## config.mk

```make
export PLATFORM = sky130hd
export DESIGN_NAME = wb_to_avalon_bridge
export DESIGN_NICKNAME = d
export VERILOG_FILES = /design/src/rtl/wb_av_bridge_pkg.sv /design/src/rtl/wb_to_avalon_bridge.sv
export SDC_FILE = /design/constraint.sdc
export NUM_CORES = 1
export LEC_CHECK = 0
export BUFFER_PORTS_ARGS = -buffer_cell sky130_fd_sc_hd__buf_2
export CORE_MARGIN = 2
export CORE_UTILIZATION = 31
export CTS_CLUSTER_DIAMETER = 50
export DETAILED_ROUTE_END_ITERATION = 7
export PLACE_DENSITY = 0.58
export SLEW_MARGIN = 20
export SYNTH_ARGS = -nofsm -noshare
export SYNTH_HDL_FRONTEND = slang
export SYNTH_SLANG_ARGS = --single-unit
export TNS_END_PERCENT = 100
```

## constraint.sdc

```tcl
create_clock -name wb_clk_i -period 1.9 [get_ports wb_clk_i]
set_input_delay 0.19 -clock wb_clk_i [delete_from_list [all_inputs] [get_ports wb_clk_i]]
set_output_delay 0.19 -clock wb_clk_i [all_outputs]
set_load 0.05 [all_outputs]
```

## src/rtl/wb_av_bridge_pkg.sv

```systemverilog
// Shared types for the Wishbone-to-Avalon bridge: FSM state encoding and
// Wishbone cycle-type identifiers.
package wb_av_bridge_pkg;

  typedef enum logic [1:0] {
    IDLE  = 2'd0,
    REQ   = 2'd1,
    RDATA = 2'd2
  } bridge_state_e;

  localparam logic [2:0] CTI_CLASSIC = 3'b000;
  localparam logic [2:0] CTI_INCR    = 3'b010;
  localparam logic [2:0] CTI_EOB     = 3'b111;

endpackage

```

## src/rtl/wb_to_avalon_bridge.sv

```systemverilog
// Wishbone B3 slave to Avalon-MM master bridge: one registered single-beat Avalon
// transfer per Wishbone beat. Define WB_AV_BRIDGE_TIMEOUT_EN for the hung-transfer watchdog.
module wb_to_avalon_bridge
  import wb_av_bridge_pkg::*;
#(
  parameter int AW      = 32,
  parameter int DW      = 32,
  parameter int BCW     = 3,
  parameter int TIMEOUT = 255
) (
  input  logic              wb_clk_i,
  input  logic              wb_rst_n_i,
  input  logic [AW-1:0]     wbs_adr_i,
  input  logic [DW-1:0]     wbs_dat_i,
  input  logic [DW/8-1:0]   wbs_sel_i,
  input  logic              wbs_we_i,
  input  logic              wbs_cyc_i,
  input  logic              wbs_stb_i,
  input  logic [2:0]        wbs_cti_i,
  input  logic [1:0]        wbs_bte_i,
  output logic [DW-1:0]     wbs_dat_o,
  output logic              wbs_ack_o,
  output logic              wbs_err_o,
  output logic              wbs_rty_o,
  output logic [AW-1:0]     m_av_address_o,
  output logic [DW/8-1:0]   m_av_byteenable_o,
  output logic              m_av_read_o,
  output logic              m_av_write_o,
  output logic [DW-1:0]     m_av_writedata_o,
  output logic [BCW-1:0]    m_av_burstcount_o,
  input  logic [DW-1:0]     m_av_readdata_i,
  input  logic              m_av_waitrequest_i,
  input  logic              m_av_readdatavalid_i
);

  localparam int BW = DW / 8;

  bridge_state_e   state_q, state_d;
  logic [AW-1:0]   adr_q, adr_d;
  logic [BW-1:0]   be_q, be_d;
  logic [DW-1:0]   wdat_q, wdat_d;
  logic [DW-1:0]   rdat_q, rdat_d;
  logic            read_q, read_d;
  logic            write_q, write_d;
  logic            ack_q, ack_d;
  logic            err_q, err_d;
  logic            abort_q, abort_d;
  logic            lost;
  logic            timeout;

`ifdef WB_AV_BRIDGE_TIMEOUT_EN
  localparam int CW = $clog2(TIMEOUT + 1);
  logic [CW-1:0] cnt_q, cnt_d;

  // Count reaches TIMEOUT on the edge that ends the transfer.
  assign timeout = (state_q != IDLE) && (cnt_q == CW'(TIMEOUT - 1));

  always_comb begin
    cnt_d = '0;
    if (state_q != IDLE) cnt_d = cnt_q + CW'(1);
  end

  always_ff @(posedge wb_clk_i or negedge wb_rst_n_i) begin
    if (!wb_rst_n_i) cnt_q <= '0;
    else             cnt_q <= cnt_d;
  end
`else
  assign timeout = 1'b0;
`endif

  // A master that has left the cycle gets no response for the beat in flight.
  assign lost = abort_q | ~wbs_cyc_i;

  always_comb begin
    state_d = state_q;
    adr_d   = adr_q;
    be_d    = be_q;
    wdat_d  = wdat_q;
    rdat_d  = rdat_q;
    read_d  = read_q;
    write_d = write_q;
    abort_d = abort_q;
    ack_d   = 1'b0;
    err_d   = 1'b0;
    case (state_q)
      IDLE: begin
        if (wbs_cyc_i && wbs_stb_i && !ack_q && !err_q) begin
          adr_d   = wbs_adr_i;
          be_d    = wbs_sel_i;
          wdat_d  = wbs_dat_i;
          abort_d = 1'b0;
          write_d = wbs_we_i;
          read_d  = ~wbs_we_i;
          state_d = REQ;
        end
      end
      REQ: begin
        if (!wbs_cyc_i) abort_d = 1'b1;
        if (!m_av_waitrequest_i) begin
          read_d  = 1'b0;
          write_d = 1'b0;
          if (write_q) begin
            ack_d   = ~lost;
            state_d = IDLE;
          end else begin
            state_d = RDATA;
          end
        end
      end
      RDATA: begin
        if (!wbs_cyc_i) abort_d = 1'b1;
        if (m_av_readdatavalid_i) begin
          rdat_d  = m_av_readdata_i;
          ack_d   = ~lost;
          state_d = IDLE;
        end
      end
      default: state_d = IDLE;
    endcase
    // A normal completion on the same edge wins over the watchdog.
    if (timeout && state_d != IDLE) begin
      read_d  = 1'b0;
      write_d = 1'b0;
      ack_d   = 1'b0;
      err_d   = ~lost;
      state_d = IDLE;
    end
  end

  always_ff @(posedge wb_clk_i or negedge wb_rst_n_i) begin
    if (!wb_rst_n_i) begin
      state_q <= IDLE;
      adr_q   <= '0;
      be_q    <= '0;
      wdat_q  <= '0;
      rdat_q  <= '0;
      read_q  <= 1'b0;
      write_q <= 1'b0;
      ack_q   <= 1'b0;
      err_q   <= 1'b0;
      abort_q <= 1'b0;
    end else begin
      state_q <= state_d;
      adr_q   <= adr_d;
      be_q    <= be_d;
      wdat_q  <= wdat_d;
      rdat_q  <= rdat_d;
      read_q  <= read_d;
      write_q <= write_d;
      ack_q   <= ack_d;
      err_q   <= err_d;
      abort_q <= abort_d;
    end
  end

  assign wbs_dat_o         = rdat_q;
  assign wbs_ack_o         = ack_q;
  assign wbs_err_o         = err_q;
  assign wbs_rty_o         = 1'b0;
  assign m_av_address_o    = adr_q;
  assign m_av_byteenable_o = be_q;
  assign m_av_read_o       = read_q;
  assign m_av_write_o      = write_q;
  assign m_av_writedata_o  = wdat_q;
  assign m_av_burstcount_o = BCW'(1);

  // Burst hints are deliberately ignored; each beat is served as a classic cycle.
  logic unused_ok;
  assign unused_ok = ^{wbs_cti_i, wbs_bte_i, CTI_CLASSIC, CTI_INCR, CTI_EOB, TIMEOUT};

endmodule

```

==> impl_metrics.ini <==
[outcome]
status = finished clean

[sta]
drv_slew = 0
min_period_over_period_pct = 89.59
fmax_mhz = 587.5
fin_worst_skew_ns = 0.005499
setup-tns-final_ns = 0
rsz0062_at_grt = false
setup_viol = 0
hold_viol_final = 0
min_period_ns = 1.702
postLayoutSetupSlackWorst_ns = 0.1978

[setup_path]
worst-path-max-fanout = 46
worstSetupStartpointType = flop
path_class = reg2reg
crit_required_ns = 2.12
crit_arrival_ns = 1.93
end_kind = flop
r2r_slack_ns = 0.20

[synth]
seq_area_frac_synth_pct = 63.63
yosysWarnings = 0
ys_ff_latch = 106
syn_area_um2 = 4169
synth_top_area_cell = dfrtp_1
postSynth.asyncResetShare_pct = 100.0
avgSynthCellArea_um2 = 16.54
synth-edff-count = 0
ys.flop_type = dfrtp_1
yosys-top-cells-count = 106 x dfrtp_1, 94 x mux2_2, 7 x buf_6
syn_inst = 252
yosysMostFrequentCell = dfrtp_1
post-synth-top-area-fraction_pct = 63.63
yosysUniqueCellTypes = 24
ys_top_cells_by_area = dfrtp_1 64%, mux2_2 25%, mux2_4 2.2%

[placed_design]
gp_congestion = 0.7213
dp_slack_ns = 0.2064
port_buffers = 209
place_hpwl_mm = 6.622
placed_area_um2 = 5420

[route]
drt_iter0_drc = 148
drc_errors = 0
wl_per_cell_um = 13.63
drt_pass1_iterations = 4
vias = 2798
vias_per_cell = 4.325
drt_wl_total_mm = 8.821
ant_nets = 0

[floorplan]
initial_core_util_pct = 31.61
fp-row-count = 42
io-pin-count = 220
die_area_um2 = 14390
core_um2 = 13190
die_w_um = 120.0
die_h_um = 120.0

[layout]
n_fill_cell = 1252
n_antenna_cell = 0
area_growth_pct = 39.05
fin_nets = 582
finalCoreUtilization_pct = 43.95
final_area_um2 = 5797
drive_gt1_share_pct = 70.70

[grt]
grt_max_degree = 61
grt-ovfl-total = 0
grtUsageTotal_pct = 12.29
grt_pass1_vias = 2847
use_met1_pct = 14.80
met3_usage_pct = 3.992
top_usage_layer = met2
grt_pass1_wl_mm = 13.86
antenna_found_initial = 0
use_met2_pct = 19.82

[cts]
insertion_delay_ns = 0.34
cts_buffers = 9
clkTransAtPathRegs_ns = 0.07
post_cts_resized = 0
htree_levels = 3
clockBufferDepth = 2
cts_root_buf = clkbuf_16
post-cts-setup-buffers = 0
cts_tree = done
numClockSinks = 106

[job]
max-cap-violations = 0

[worst_hold_path]
hp-class = in2reg
==> per-layer routing <==
metal	vias to the layer above	part of all wire, %
li1	1300	-
met1	1367	42
met2	119	47
met3	12	8.5
met4	0	2.0
met5	-	0
==> final timing paths <==
path	cells past startpoint	start	end
min reg2reg	1	abort_q$_DFFE_PN0P_	wbs_ack_o$_DFF_PN0_
min	2	wbs_dat_i[22]	m_av_writedata_o[22]$_DFFE_PN0P_
max	5	state_q[1]$_DFFE_PN0P_	m_av_address_o[0]$_DFFE_PN0P_
min in group asynchronous	2	wb_rst_n_i	m_av_writedata_o[25]$_DFFE_PN0P_
max in group asynchronous	3	wb_rst_n_i	m_av_writedata_o[31]$_DFFE_PN0P_
max reg2reg	5	state_q[1]$_DFFE_PN0P_	m_av_address_o[0]$_DFFE_PN0P_
==> cell type report <==
class,instances,area [um2],share of cell area [%]
Timing Repair Buffer,216,1166,20.12
Tap cell,176,220.2,3.799
Sequential cell,106,2653,45.76
Clock inverter,7,141.4,2.439
Clock buffer,9,225.2,3.885
Multi-Input combinational cell,130,1380,23.81
Inverter,3,11.26,0.1943
==> per-stage QoR <==
step,cells,hold slack [ns]
detailed placement,630,0.002402
floorplan,255,-0.1056
global route,647,0.05580
CTS,647,0.05466
global placement,630,0.001318
finish,647,0.07360
==> sequential cells by signal, indices dropped and copies added, names as in the netlist <==
register and flops:
abort_q 1, m_av_write_o 1, m_av_writedata_o 32, m_av_byteenable_o 4
state_q 2, m_av_address_o 32, wbs_ack_o 1, m_av_read_o 1
wbs_dat_o 32
==> what timing repair did <==
action	4_1_cts	5_1_grt
hold buffers	1	0
endpoints found under the setup margin	0	0
endpoints found under the hold margin	106	0
==> cell families after synthesis <==
| group | count (synthesis) | share of synthesized area [%] |
|---|---|---|
| buf+inv | 19 | 3.541 |
| simple gates | 13 | 2.191 |
| other cells | 2 | 0.1801 |
| flops | 106 | 63.63 |
| mux | 102 | 28.06 |
| compound gates | 6 | 1.201 |
| fa+ha+maj | 4 | 1.201 |
==> critical path, cell delays in order, from the launching register on <==
cell      delay [ns]
dfrtp_1         0.39
inv_1           0.12
ha_1            0.33
nand4b_4        0.17
buf_12          0.21
mux2_4          0.33
==> layout by cell type, fill, tap and decap left out, types with 2 or more instances in the layout <==
master | Yosys | final
clkbuf_16 | 0 | 9
nor3b_1 | 3 | 3
dfrtp_1 | 106 | 106
ha_1 | 4 | 4
a211o_1 | 2 | 2
buf_2 | 3 | 208
buf_4 | 5 | 2
mux2_2 | 94 | 94
mux2_4 | 6 | 6
bufinv_16 | 0 | 4
conb_1 | 2 | 5
nand3b_1 | 2 | 2
inv_1 | 3 | 3
nand2_1 | 2 | 2
nor2_1 | 3 | 3
buf_12 | 0 | 5
Power is left out: the tool's default activity adds up to more than one toggle a clock period on the data nets, which glitch-free logic cannot reach.
